## config.mk

```make
export PLATFORM = sky130hd
export DESIGN_NAME = ram_wb_arbiter_flat
export DESIGN_NICKNAME = d
export VERILOG_FILES = /design/src/rtl/ram_wb_arbiter_if.sv /design/src/rtl/ram_wb_arbiter.sv /design/src/flat_wrapper.sv
export SDC_FILE = /design/constraint.sdc
export NUM_CORES = 1
export LEC_CHECK = 0
export CAP_MARGIN = 5
export CORE_AREA = 2 2 95 97
export CTS_CLUSTER_DIAMETER = 200
export DETAILED_ROUTE_END_ITERATION = 7
export DIE_AREA = 0 0 97 99
export HOLD_SLACK_MARGIN = 0.03
export PLACE_DENSITY = 0.65
export SLEW_MARGIN = 30
export SYNTH_ARGS = -nofsm -noshare
export SYNTH_HDL_FRONTEND = slang
export SYNTH_SLANG_ARGS = --single-unit
```

## constraint.sdc

```tcl
create_clock -name clk -period 4.4 [get_ports clk]
set_clock_uncertainty 0.05 [all_clocks]
set_input_delay 1.32 -clock clk [delete_from_list [all_inputs] [get_ports clk]]
set_output_delay 1.32 -clock clk [all_outputs]
set_load 0.02 [all_outputs]
```

## src/rtl/ram_wb_arbiter_if.sv

```systemverilog
// rtl/ram_wb_arbiter_if.sv - Wishbone bundle for the pattern RAM arbiter's master and slave ports
interface ram_wb_arbiter_if #(
  parameter int ADDR_W = 8,
  parameter int DATA_W = 32
);
  logic              cyc;
  logic              stb;
  logic              we;
  logic [3:0]        sel;
  logic [ADDR_W-1:0] adr;
  logic [DATA_W-1:0] dat_w;
  logic [DATA_W-1:0] dat_r;
  logic              ack;
  logic              err;

  // err only flows back towards an upstream master, so the initiator view leaves it out
  modport master (output cyc, stb, we, sel, adr, dat_w, input ack, dat_r);
  modport slave  (input cyc, stb, we, sel, adr, dat_w, output ack, err, dat_r);
endinterface

```

## src/rtl/ram_wb_arbiter.sv

```systemverilog
// rtl/ram_wb_arbiter.sv - round-robin two-master Wishbone arbiter for the pattern RAM
// Optional grant timeout with ABORT state enabled by ARB_TIMEOUT_EN.
module ram_wb_arbiter #(
  parameter int ADDR_W  = 8,
  parameter int DATA_W  = 32,
  parameter int TIMEOUT = 255
) (
  input  logic             clk,
  input  logic             reset,
  ram_wb_arbiter_if.slave  m0,
  ram_wb_arbiter_if.slave  m1,
  ram_wb_arbiter_if.master s,
  output logic [1:0]       grant_o
);

`ifdef ARB_TIMEOUT_EN
  typedef enum logic [1:0] {IDLE, GNT0, GNT1, ABORT} state_t;
  localparam int CNT_W = ($clog2(TIMEOUT + 1) > 8) ? $clog2(TIMEOUT + 1) : 8;
`else
  typedef enum logic [1:0] {IDLE, GNT0, GNT1} state_t;
`endif

  state_t            state;
  state_t            state_n;
  logic              last_grant;
  logic              last_grant_n;
  logic              req0;
  logic              req1;
  logic              own0;
  logic              own1;
  logic [ADDR_W-1:0] adr_mux;
  logic [DATA_W-1:0] dat_mux;

  assign req0 = m0.cyc & m0.stb;
  assign req1 = m1.cyc & m1.stb;
  assign own0 = (state == GNT0);
  assign own1 = (state == GNT1);

`ifdef ARB_TIMEOUT_EN
  logic             timeout_hit;
  logic [CNT_W-1:0] wait_cnt;

  // Counts grant cycles already spent without an ack; zero in the first grant cycle
  always_ff @(posedge clk) begin
    if (reset || !(own0 || own1) || s.ack) begin
      wait_cnt <= '0;
    end else begin
      wait_cnt <= wait_cnt + 1'b1;
    end
  end

  assign timeout_hit = (own0 | own1) & ~s.ack & (wait_cnt == CNT_W'(TIMEOUT - 1));
  assign m0.err      = own0 & timeout_hit;
  assign m1.err      = own1 & timeout_hit;
`else
  logic [31:0] unused_timeout;

  assign unused_timeout = 32'(TIMEOUT);
  assign m0.err         = 1'b0;
  assign m1.err         = 1'b0;
`endif

  always_ff @(posedge clk) begin
    if (reset) begin
      state      <= IDLE;
      last_grant <= 1'b1;
    end else begin
      state      <= state_n;
      last_grant <= last_grant_n;
    end
  end

  always_comb begin
    state_n      = state;
    last_grant_n = last_grant;
    case (state)
      IDLE: begin
        // On contention the master that did not hold the previous grant wins
        if (req0 && (!req1 || last_grant)) begin
          state_n      = GNT0;
          last_grant_n = 1'b0;
        end else if (req1) begin
          state_n      = GNT1;
          last_grant_n = 1'b1;
        end
      end
      GNT0: begin
        if (!m0.cyc) begin
          state_n = IDLE;
`ifdef ARB_TIMEOUT_EN
        end else if (timeout_hit) begin
          state_n = ABORT;
`endif
        end
      end
      GNT1: begin
        if (!m1.cyc) begin
          state_n = IDLE;
`ifdef ARB_TIMEOUT_EN
        end else if (timeout_hit) begin
          state_n = ABORT;
`endif
        end
      end
`ifdef ARB_TIMEOUT_EN
      ABORT: begin
        // last_grant still names the aborted master; wait for it to release the bus
        if (last_grant ? !m1.cyc : !m0.cyc) begin
          state_n = IDLE;
        end
      end
`endif
      default: state_n = IDLE;
    endcase
  end

  assign adr_mux = own0 ? m0.adr   : (own1 ? m1.adr   : '0);
  assign dat_mux = own0 ? m0.dat_w : (own1 ? m1.dat_w : '0);

  assign s.cyc   = own0 ? m0.cyc : (own1 ? m1.cyc : 1'b0);
  assign s.stb   = own0 ? m0.stb : (own1 ? m1.stb : 1'b0);
  assign s.we    = own0 ? m0.we  : (own1 ? m1.we  : 1'b0);
  assign s.sel   = own0 ? m0.sel : (own1 ? m1.sel : 4'b0000);
  assign s.adr   = adr_mux;
  assign s.dat_w = dat_mux;

  assign m0.ack   = own0 & s.ack;
  assign m1.ack   = own1 & s.ack;
  assign m0.dat_r = s.dat_r;
  assign m1.dat_r = s.dat_r;
  assign grant_o  = {own1, own0};

endmodule

```

## src/flat_wrapper.sv

```systemverilog
// flat-port wrapper written by rule: the top's interface ports become plain ports
module ram_wb_arbiter_flat 
#(
  parameter int ADDR_W  = 8,
  parameter int DATA_W  = 32,
  parameter int TIMEOUT = 255
)
  (clk, reset, grant_o, m0_cyc, m0_stb, m0_we, m0_sel, m0_adr, m0_dat_w, m0_ack, m0_err, m0_dat_r, m1_cyc, m1_stb, m1_we, m1_sel, m1_adr, m1_dat_w, m1_ack, m1_err, m1_dat_r, s_cyc, s_stb, s_we, s_sel, s_adr, s_dat_w, s_ack, s_dat_r);
  ram_wb_arbiter_if #(.ADDR_W(ADDR_W), .DATA_W(DATA_W)) m0_i ();
  ram_wb_arbiter_if #(.ADDR_W(ADDR_W), .DATA_W(DATA_W)) m1_i ();
  ram_wb_arbiter_if #(.ADDR_W(ADDR_W), .DATA_W(DATA_W)) s_i ();
  input  logic clk;
  input  logic reset;
  output logic [1:0] grant_o;
  input wire logic [$bits(m0_i.cyc)-1:0] m0_cyc;
  input wire logic [$bits(m0_i.stb)-1:0] m0_stb;
  input wire logic [$bits(m0_i.we)-1:0] m0_we;
  input wire logic [$bits(m0_i.sel)-1:0] m0_sel;
  input wire logic [$bits(m0_i.adr)-1:0] m0_adr;
  input wire logic [$bits(m0_i.dat_w)-1:0] m0_dat_w;
  output wire logic [$bits(m0_i.ack)-1:0] m0_ack;
  output wire logic [$bits(m0_i.err)-1:0] m0_err;
  output wire logic [$bits(m0_i.dat_r)-1:0] m0_dat_r;
  input wire logic [$bits(m1_i.cyc)-1:0] m1_cyc;
  input wire logic [$bits(m1_i.stb)-1:0] m1_stb;
  input wire logic [$bits(m1_i.we)-1:0] m1_we;
  input wire logic [$bits(m1_i.sel)-1:0] m1_sel;
  input wire logic [$bits(m1_i.adr)-1:0] m1_adr;
  input wire logic [$bits(m1_i.dat_w)-1:0] m1_dat_w;
  output wire logic [$bits(m1_i.ack)-1:0] m1_ack;
  output wire logic [$bits(m1_i.err)-1:0] m1_err;
  output wire logic [$bits(m1_i.dat_r)-1:0] m1_dat_r;
  output wire logic [$bits(s_i.cyc)-1:0] s_cyc;
  output wire logic [$bits(s_i.stb)-1:0] s_stb;
  output wire logic [$bits(s_i.we)-1:0] s_we;
  output wire logic [$bits(s_i.sel)-1:0] s_sel;
  output wire logic [$bits(s_i.adr)-1:0] s_adr;
  output wire logic [$bits(s_i.dat_w)-1:0] s_dat_w;
  input wire logic [$bits(s_i.ack)-1:0] s_ack;
  input wire logic [$bits(s_i.dat_r)-1:0] s_dat_r;
  assign m0_i.cyc = m0_cyc;
  assign m0_i.stb = m0_stb;
  assign m0_i.we = m0_we;
  assign m0_i.sel = m0_sel;
  assign m0_i.adr = m0_adr;
  assign m0_i.dat_w = m0_dat_w;
  assign m0_ack = m0_i.ack;
  assign m0_err = m0_i.err;
  assign m0_dat_r = m0_i.dat_r;
  assign m1_i.cyc = m1_cyc;
  assign m1_i.stb = m1_stb;
  assign m1_i.we = m1_we;
  assign m1_i.sel = m1_sel;
  assign m1_i.adr = m1_adr;
  assign m1_i.dat_w = m1_dat_w;
  assign m1_ack = m1_i.ack;
  assign m1_err = m1_i.err;
  assign m1_dat_r = m1_i.dat_r;
  assign s_cyc = s_i.cyc;
  assign s_stb = s_i.stb;
  assign s_we = s_i.we;
  assign s_sel = s_i.sel;
  assign s_adr = s_i.adr;
  assign s_dat_w = s_i.dat_w;
  assign s_i.ack = s_ack;
  assign s_i.dat_r = s_dat_r;
  ram_wb_arbiter #(.ADDR_W(ADDR_W), .DATA_W(DATA_W), .TIMEOUT(TIMEOUT)) u_core (.clk(clk), .reset(reset), .m0(m0_i), .m1(m1_i), .s(s_i), .grant_o(grant_o));
endmodule
```

* After elaboration in Yosys (flattened, before gate mapping) *
Index checks and enable logic that the tools add are counted.

word-level totals
  bits in registers = 3
  bits of input ports = 129
  output and inout bits = 117
  logic and storage cells = 37

cells by class
  equal/unequal tests = 5
  multiplexer cells = 19
  bitwise logic cells = 4
  reduce and logical (&&, ||, !) cells = 7

operators with widths
  operator            count
  $mux 32             2
  $mux 8              2
  $mux 1              8
  $mux 2              4
  $mux 4              2
  $pmux 2 s3          1
  $and 1x1->1         4
  $ne 2x2->1 const B  2
  $ne 3x1->1 const B  1
  $reduce_and 3->1    1
  $eq 2x1->1 const B  1
  $eq 2x2->1 const B  1
  $logic_not 2->1     1
  $reduce_and 2->1    1
  $reduce_bool 2->1   1
  $logic_and 1x1->1   1
  $logic_not 1->1     1
  $logic_or 1x1->1    1

* Logic depth before layout (Yosys ltp) *
Gate-level depths: netlist of the first run.

  depth in word-level cells = 6
  mapped depth = 4
  mapped depth without buffers = 3

* Least setup slack after synthesis of the first run *
No wires, ideal clock.

  path kind = input to output
  start = input port m1_stb
  end = output port s_stb
  arrival = 1.718 ns
  required time = 3.030 ns
  setup slack = 1.312 ns
  cell stages on the path = 2
  buffers on the path = 0
  path through = nor2b_1 a22o_1

on the way
  longest elaborated chain between the ends = 2

ends and longest elaborated chain
  element              line                   RTL
  from (decl)          flat_wrapper.sv:25     input wire logic [$bits(m1_i.stb)-1:0] m1_stb;
  $mux 1 (2 in a row)  ram_wb_arbiter.sv:121  assign s.stb = own0 ? m0.stb : (own1 ? m1.stb : 1'b0);
  to (decl)            flat_wrapper.sv:34     output wire logic [$bits(s_i.stb)-1:0] s_stb;

Every way passes these cells.

* Worst setup path after layout of the first run *
Same ends and word-level chain as after synthesis.

==> impl_metrics.env, run 1 <==
export IMPL_ir_drop_uv=105
export IMPL_cts_resized=0
export IMPL_ys_ff_latch=3
export IMPL_grt_pass1_vias=1450
export IMPL_cp_arrival_ns=2.73
export IMPL_crit_path_end_kind="output port"
export IMPL_r2r_start="u_core.state[1]"
export IMPL_async_flop_share_pct=0
export IMPL_rsz0062_at_grt="no"
export IMPL_yosys_cell_types_count=20
export IMPL_max_freq_mhz=244
export IMPL_htreeDepth=1
export IMPL_antenna_cells=0
export IMPL_cts_root_buf="clkbuf_8"
export IMPL_area_growth_pct=93.1
export IMPL_cts_made_buffers=3
export IMPL_ctsHoldBuffers=0
export IMPL_cpMostUsedCell="clkdlybuf4s50_1"
export IMPL_viasPerCell=3.91
export IMPL_die_h_um=99
export IMPL_drv_slew=0
export IMPL_cap_violations=0
export IMPL_wirelength_mm=4.49
export IMPL_path_cells="clkdlybuf4s50_1 -> nor2b_1 -> a22o_1 -> clkdlybuf4s50_1"
export IMPL_globalplace_congestion=0.653
export IMPL_wl_per_cell_um=13.6
export IMPL_dieArea_um2=9600
export IMPL_grt_max_degree=50
export IMPL_reg2reg_to="u_core.state[1]"
export IMPL_cp_start_kind="input port"
export IMPL_syn_area_um2=1170
export IMPL_initial_core_util_pct=13.7
export IMPL_status="complete, no violations"
export IMPL_fin_crit_ns=4.10
export IMPL_final_layout_size_suffix_gt1_share_pct=3.15
export IMPL_p_per_area_nw_per_um2=145
export IMPL_reg2reg_depth=3
export IMPL_worstPathMaxFanout=3
export IMPL_worstMarginPinSlew_ns=0.620
export IMPL_synth_top_cell_area_share_pct=44.1
export IMPL_finalSetupTns_ns=0
export IMPL_cp_required_ns=3.03
export IMPL_via_count=1291
export IMPL_crit_slowest_cell="clkdlybuf4s50_1"
export IMPL_grt_overflow=0
export IMPL_hold_viol_final=0
export IMPL_antenna_found_initial=0
export IMPL_whs_ns=0.459
export IMPL_drtIter0Drc=20
export IMPL_cts_setup_buffers=0
export IMPL_yosysWarnings=0
export IMPL_place_hpwl_mm=3.78
export IMPL_crit_type="in2out"
export IMPL_portBuffers=147
export IMPL_final_antenna_net_count=0
export IMPL_setup_viol=0
export IMPL_synth_area_leaders="buf_4, a22o_1, dfxtp_1"
export IMPL_insertion_delay_ns=0.22
export IMPL_grt_pass1_wl_mm=6.90
export IMPL_yosysTopAreaCell="buf_4"
export IMPL_min_path_cells=1
export IMPL_slowest_delay_ns=0.60
export IMPL_pre_cts_ws_ns=0.306
export IMPL_finalCritPeriodShare_pct=93.2
export IMPL_max_slew_margin_pct=58.7
export IMPL_cts_path_max_buffers=2
export IMPL_synth_enable_flop_cells=0
export IMPL_track_usage_pct=8.47
export IMPL_setup_slack_ns=0.297
export IMPL_rows=34
export IMPL_min_path_type="reg2reg"
export IMPL_drc=0
export IMPL_leakagePower_nw=0.823
export IMPL_seq_area_frac_synth_pct=5.11
export IMPL_nets=352
export IMPL_synth_cells=146
export IMPL_finalPower_mw=0.329
export IMPL_die_w_um=97
export IMPL_dr_pass1_iters=5
export IMPL_stdcell_count=330
export IMPL_min_from="u_core.last_grant"
export IMPL_synth_ff_type="dfxtp_1"
export IMPL_r2r_setup_slack_ns=3.00
export IMPL_path_clk_slew_ns=0.03
export IMPL_place_inst=326
export IMPL_syn_avg_cell_area_um2=8.05
export IMPL_holdPathEnd="u_core.last_grant"
export IMPL_cts_tree="yes"
export IMPL_io_pins=246
export IMPL_core_um2=8550
export IMPL_cts_sinks=3
[cells by family after synthesis]
family	synth area share [%]
buf+inv	49.8
compound gates	37.1
simple gates	7.67
flops	5.11
other cells	0.319
[cell usage in the layout, fill, tap and decap left out, drive strengths merged, types with 2 or more instances in the layout]
cell	instances
dfxtp	3
clkbuf	4
a21oi	2
a22o	47
conb	2
buf	2
and2	2
nor2b	3
clkdlybuf4s50	147
[metrics by stage]
stage / utilization, % / instance area, um^2
2_1_floorplan: - / 1180
4_1_cts: 26.5 / 2270
3_5_place_dp: 26.0 / 2220
5_1_grt: 26.5 / 2270
6_report: 26.5 / 2270
3_3_place_gp: 26.0 / 2220
[cell usage after synthesis, types with 2 or more instances]
library cell,number
buf_2,6
a22o_1,47
a21oi_1,2
buf_6,3
nor2b_1,2
buf_4,69
dfxtp_1,3
and2_1,2
[final cells by class]
cell class / count / area, um^2
fillers: 912 / 6280
multi-input cells: 65 / 538
well taps: 108 / 135
flip-flops and latches: 3 / 60.1
clock buffers: 4 / 45.0
repair buffers: 149 / 1490
inverters: 1 / 3.75
[critical path, delay by kind of cell]
kind | cells | cell delay (ns)
AO/OA/AOI/OAI | 1 | 0.15
buffers and inverters | 2 | 1.08
AND/OR/NAND/NOR | 1 | 0.19
[how the worst max path moves through the flow]
| stage | from | to | slack (ns) | cells after the start |
|---|---|---|---|---|
| finish | m1_stb | s_stb | 0.30 | 4 |
| floorplan | m1_stb | s_stb | 1.31 | 2 |
| global route | m1_stb | s_stb | 0.22 | 4 |
| CTS | m1_stb | s_stb | 0.30 | 4 |
| global placement | m1_stb | s_stb | 0.32 | 4 |
| detailed placement | m1_stb | s_stb | 0.31 | 4 |
[layer usage]
layer / track usage (%) / up-vias / share of wire [%]
li1: - / 614 / -
met1: 8.89 / 564 / 37
met2: 15.3 / 95 / 51
met3: 3.40 / 18 / 11
met4: 3.14 / 0 / 2.1
met5: 0 / - / 0
[flip-flops by register name, summed over array words and instances, names as in the netlist]
| register | flops |
|---|---|
| u_core.state | 2 |
| u_core.last_grant | 1 |
[report_power, final]
| part | leakage [nW] | switching [mW] | total (mW) | internal, mW |
|---|---|---|---|---|
| clock network | 0.0228 | 0.0184 | 0.0803 | 0.0618 |
| registers | 0.0247 | 0.00207 | 0.0311 | 0.0291 |
| logic | 0.775 | 0.0794 | 0.218 | 0.138 |
| total | 0.823 | 0.100 | 0.329 | 0.229 |
Note: power is estimated with default switching activity, not from simulation.
==> inputs of run 2 (changes only) <==
- CELL_PAD_IN_SITES_DETAIL_PLACEMENT: default -> 1
- CELL_PAD_IN_SITES_GLOBAL_PLACEMENT: default -> 2
- CORE_AREA: 2 2 95 97 -> default
- CORE_ASPECT_RATIO: default -> 0.8
- CORE_UTILIZATION: default -> 10
- DIE_AREA: 0 0 97 99 -> default
- PLACE_DENSITY: 0.65 -> 0.95
- SLEW_MARGIN: 30 -> 15
==> run 2 against run 1 <==
  * Worst hold slack worse by 0.0056 ns
  * Sequential power about the same
  * Clock power rose by 81%
  * Power is 21% higher
==> impl_metrics.env, run 2 (same netlist as run 1, synthesis figures left out) <==
export IMPL_r2r_setup_slack_ns=3.00
export IMPL_reg2reg_depth=3
export IMPL_antenna_cells=0
export IMPL_grt_pass1_wl_mm=7.09
export IMPL_rsz0062_at_grt="no"
export IMPL_crit_family="buffers and inverters"
export IMPL_status="complete, no violations"
export IMPL_use_met2_pct=14.1
export IMPL_via_count=1305
export IMPL_cts_path_max_buffers=2
export IMPL_use_met3_pct=1.22
export IMPL_hold_viol_final=0
export IMPL_holdPathEnd="u_core.last_grant"
export IMPL_final_common_cell="clkdlybuf4s50_1"
export IMPL_setup_slack_ns=0.237
export IMPL_detailed_place_area_um2=2270
export IMPL_antenna_found_initial=0
export IMPL_cp_start_kind="input port"
export IMPL_critical_path_buf_inv_count=2
export IMPL_cts_sinks=3
export IMPL_nets=351
export IMPL_final_antenna_net_count=0
export IMPL_cp_arrival_ns=2.79
export IMPL_whs_ns=0.453
export IMPL_crit_type="in2out"
export IMPL_dieArea_um2=12200
export IMPL_min_from="u_core.last_grant"
export IMPL_pre_cts_ws_ns=0.224
export IMPL_rows=35
export IMPL_finalSetupTns_ns=0
export IMPL_place_hpwl_mm=4.26
export IMPL_swShare_pct=27.8
export IMPL_finalCritPeriodShare_pct=94.6
export IMPL_slowest_delay_ns=0.61
export IMPL_p_int_mw=0.287
export IMPL_finalPower_mw=0.397
export IMPL_die_w_um=123
export IMPL_die_h_um=99.0
export IMPL_wirelength_mm=5.17
export IMPL_drc=0
export IMPL_cts_tree="yes"
export IMPL_crit_slowest_cell="clkdlybuf4s50_1"
export IMPL_seqPwrFrac_pct=7.8
export IMPL_ir_drop_uv=81.9
export IMPL_cts_root_buf="clkbuf_16"
export IMPL_grt_pass1_vias=1311
export IMPL_regMostFlops="u_core.state"
export IMPL_top_usage_layer="met2"
export IMPL_max_freq_mhz=240
export IMPL_cts_resized=0
export IMPL_design_area_um2=2340
export IMPL_area_growth_pct=99.6
export IMPL_worstPathMaxFanout=3
export IMPL_reg2reg_to="u_core.state[1]"
export IMPL_p_switching_mw=0.110
export IMPL_layout_common_cells="clkdlybuf4s50_1, a22o_1, clkbuf_16, dfxtp_1"
export IMPL_wl_per_cell_um=14.0
export IMPL_drtIter0Drc=17
export IMPL_final_layout_size_suffix_gt1_share_pct=2.71
export IMPL_dr_pass1_iters=4
export IMPL_largest_reg_flops=2
export IMPL_setup_viol=0
export IMPL_grt_max_degree=50
export IMPL_viasPerCell=3.54
export IMPL_io_pins=246
export IMPL_clkPwrFrac_pct=36.4
export IMPL_track_usage_pct=7.67
export IMPL_leakagePower_nw=0.833
export IMPL_path_clk_slew_ns=0.03
export IMPL_core_um2=11500
export IMPL_largestRegisters="u_core.state x2, u_core.last_grant x1"
export IMPL_cts_made_buffers=3
export IMPL_min_path_type="reg2reg"
export IMPL_insertion_delay_ns=0.22
export IMPL_ctsHoldBuffers=0
export IMPL_globalplace_congestion=0.753
export IMPL_fin_crit_ns=4.16
export IMPL_cts_setup_buffers=0
export IMPL_max_slew_margin_pct=56.0
export IMPL_crit_path_end_kind="output port"
export IMPL_initial_core_util_pct=10.2
export IMPL_portBuffers=147
export IMPL_use_met1_pct=8.89
export IMPL_cp_required_ns=3.03
export IMPL_p_comb_share_pct=55.8
export IMPL_r2r_start="u_core.state[1]"
export IMPL_htreeDepth=1
export IMPL_p_per_area_nw_per_um2=169
export IMPL_drv_slew=0
export IMPL_grt_overflow=0
export IMPL_path_cells="clkdlybuf4s50_1 -> nor2b_1 -> a22o_1 -> clkdlybuf4s50_1"
export IMPL_cap_violations=0
export IMPL_min_path_cells=1
export IMPL_worstMarginPinSlew_ns=0.660
export IMPL_cpMostUsedCell="clkdlybuf4s50_1"
run 2: per-stage QoR:
step           util (%)  cells
2_1_floorplan         -    147
3_3_place_gp       19.7    365
3_5_place_dp       19.7    365
4_1_cts            20.4    369
5_1_grt            20.4    369
6_report           20.4    369
run 2: worst max path at each step:
stage                start     to  cells past startpoint
floorplan           m1_stb  s_stb                      2
global placement    m1_stb  s_stb                      4
detailed placement  m1_stb  s_stb                      4
CTS                 m1_stb  s_stb                      4
global route        m1_stb  s_stb                      4
finish              m1_stb  s_stb                      4
run 2: routing by layer:
metal	vias up	routed length, um
li1	610	-
met1	597	2060
met2	87	2630
met3	11	388
met4	0	81
met5	-	0
run 2: power by group through the flow:
stage / sequential, mW / combinational [mW] / clock, mW
after floorplan: 0.0306 / 0.167 / 0
final: 0.0310 / 0.221 / 0.145
after global placement: 0.0312 / 0.220 / 0
after detailed placement: 0.0314 / 0.222 / 0
after global routing: 0.0312 / 0.234 / 0.149
after CTS: 0.0311 / 0.223 / 0.146
run 2: cell type report:
| class | instances | area, um^2 |
|---|---|---|
| fillers | 1355 | 9130 |
| repair buffers | 148 | 1480 |
| multi-input cells | 65 | 538 |
| well taps | 148 | 185 |
| clock buffers | 4 | 78.8 |
| flip-flops and latches | 3 | 60.1 |
| inverters | 1 | 3.75 |
==> inputs of run 3 (changes only) <==
- PLACE_DENSITY: 0.95 -> default
- PLACE_DENSITY_LB_ADDON: default -> 0.1
==> run 3 against run 2 <==
  * Core utilization up 0.11 points
  * Die area unchanged
  * Design area up 0.53%
  * Via count up 1.8%
  * Flip-flop and latch count unchanged
  * Largest power group unchanged
==> impl_metrics.env, run 3 (same netlist as run 1, synthesis figures left out) <==
export IMPL_min_path_cells=1
export IMPL_rsz0062_at_grt="no"
export IMPL_dieArea_um2=12200
export IMPL_final_common_cell="clkdlybuf4s50_1"
export IMPL_finalPower_mw=0.399
export IMPL_cp_start_kind="input port"
export IMPL_hold_viol_final=0
export IMPL_layout_common_cells="clkdlybuf4s50_1, a22o_1, clkbuf_16, dfxtp_1"
export IMPL_wirelength_mm=5.84
export IMPL_min_path_type="reg2reg"
export IMPL_cts_tree="yes"
export IMPL_viasPerCell=3.60
export IMPL_largestRegisters="u_core.state x2, u_core.last_grant x1"
export IMPL_grt_overflow=0
export IMPL_drc=0
export IMPL_globalplace_congestion=0.617
export IMPL_htreeDepth=1
export IMPL_final_antenna_net_count=0
export IMPL_initial_core_util_pct=10.2
export IMPL_cts_made_buffers=3
export IMPL_crit_type="in2out"
export IMPL_via_count=1329
export IMPL_cts_path_max_buffers=2
export IMPL_crit_family="buffers and inverters"
export IMPL_cpMostUsedCell="clkdlybuf4s50_1"
export IMPL_final_core_util_pct=20.5
export IMPL_holdPathEnd="u_core.last_grant"
export IMPL_nets=351
export IMPL_slowest_delay_ns=0.59
export IMPL_setup_viol=0
export IMPL_r2r_start="u_core.state[1]"
export IMPL_path_clk_slew_ns=0.03
export IMPL_largest_reg_flops=2
export IMPL_cp_num_cells=4
export IMPL_io_pins=246
export IMPL_ctsHoldBuffers=0
export IMPL_leakagePower_nw=0.836
export IMPL_reg2reg_to="u_core.state[1]"
export IMPL_reg2reg_depth=3
export IMPL_critical_path_buf_inv_count=2
export IMPL_place_hpwl_mm=4.76
export IMPL_grt_max_degree=50
export IMPL_antenna_cells=0
export IMPL_cap_violations=0
export IMPL_die_w_um=123
export IMPL_min_from="u_core.last_grant"
export IMPL_final_layout_size_suffix_gt1_share_pct=2.71
export IMPL_max_freq_mhz=244
export IMPL_crit_slowest_cell="clkdlybuf4s50_1"
export IMPL_cts_resized=0
export IMPL_die_h_um=99.0
export IMPL_drtIter0Drc=12
export IMPL_core_um2=11500
export IMPL_crit_path_end_kind="output port"
export IMPL_r2r_setup_slack_ns=2.97
export IMPL_max_slew_margin_pct=54.3
export IMPL_portBuffers=147
export IMPL_finalSetupTns_ns=0
export IMPL_antenna_found_initial=0
export IMPL_path_cells="clkdlybuf4s50_1 -> nor2b_1 -> a22o_1 -> clkdlybuf4s50_1"
export IMPL_place_inst=365
export IMPL_insertion_delay_ns=0.23
export IMPL_worstMarginPinSlew_ns=0.686
export IMPL_area_growth_pct=101
export IMPL_nFillCells=1351
export IMPL_rows=35
export IMPL_finalCritPeriodShare_pct=93.3
export IMPL_wl_per_cell_um=15.8
export IMPL_drv_slew=0
export IMPL_stdcell_count=369
export IMPL_cp_arrival_ns=2.74
export IMPL_grt_pass1_wl_mm=8.26
export IMPL_grt_pass1_vias=1412
export IMPL_track_usage_pct=9.07
export IMPL_cts_setup_buffers=0
export IMPL_cp_required_ns=3.03
export IMPL_status="complete, no violations"
export IMPL_dr_pass1_iters=4
export IMPL_fin_crit_ns=4.11
export IMPL_regMostFlops="u_core.state"
export IMPL_worstPathMaxFanout=3
export IMPL_cts_sinks=3
export IMPL_ir_drop_uv=76.8
export IMPL_p_per_area_nw_per_um2=169
export IMPL_cts_root_buf="clkbuf_16"
==> run 3: cell types whose count changed in the layout (fill, tap and decap cells not counted) <==
cell / delta
buf_12: +1
buf_4: -1
==> run 3: worst max path at each step <==
stage | startpoint | end | slack [ns]
final | m1_stb | s_stb | 0.29
after global routing | m1_stb | s_stb | 0.23
after CTS | m1_stb | s_stb | 0.28
after detailed placement | m1_stb | s_stb | 0.29
after global placement | m1_stb | s_stb | 0.30
after floorplan | m1_stb | s_stb | 1.31
==> run 3: worst reg2reg max path: stages (launching register included) <==
cell     delay, ns
dfxtp_1       0.46
and2b_4       0.62
inv_1         0.09
a21oi_1       0.14
==> run 3: layout make-up <==
type	count	area, um^2	area share, %
inverter	1	3.75	0.159
clock buffer	4	78.8	3.34
tap	148	185	7.86
multi-input combinational	65	538	22.8
sequential	3	60.1	2.55
timing repair buffer	148	1490	63.3
==> run 3: metrics by stage <==
stage	hold slack (ns)	cell area (um^2)	setup WS, ns
final	0.469	2360	0.294
after global routing	0.531	2360	0.230
after CTS	0.469	2360	0.285
after detailed placement	0.441	2280	0.289
after global placement	0.446	2280	0.304
after floorplan	0.400	1180	1.31
==> run 3: power breakdown <==
group          switching, mW  internal (mW)
registers            0.00207         0.0291
clock network         0.0260          0.120
logic                 0.0834          0.139
==> run 3: per-layer routing <==
layer,GRT usage (%),wire (um),up-vias
li1,-,-,610
met1,10.4,2340,598
met2,15.2,2640,81
met3,2.72,680,40
met4,4.63,184,0
met5,0,0,-
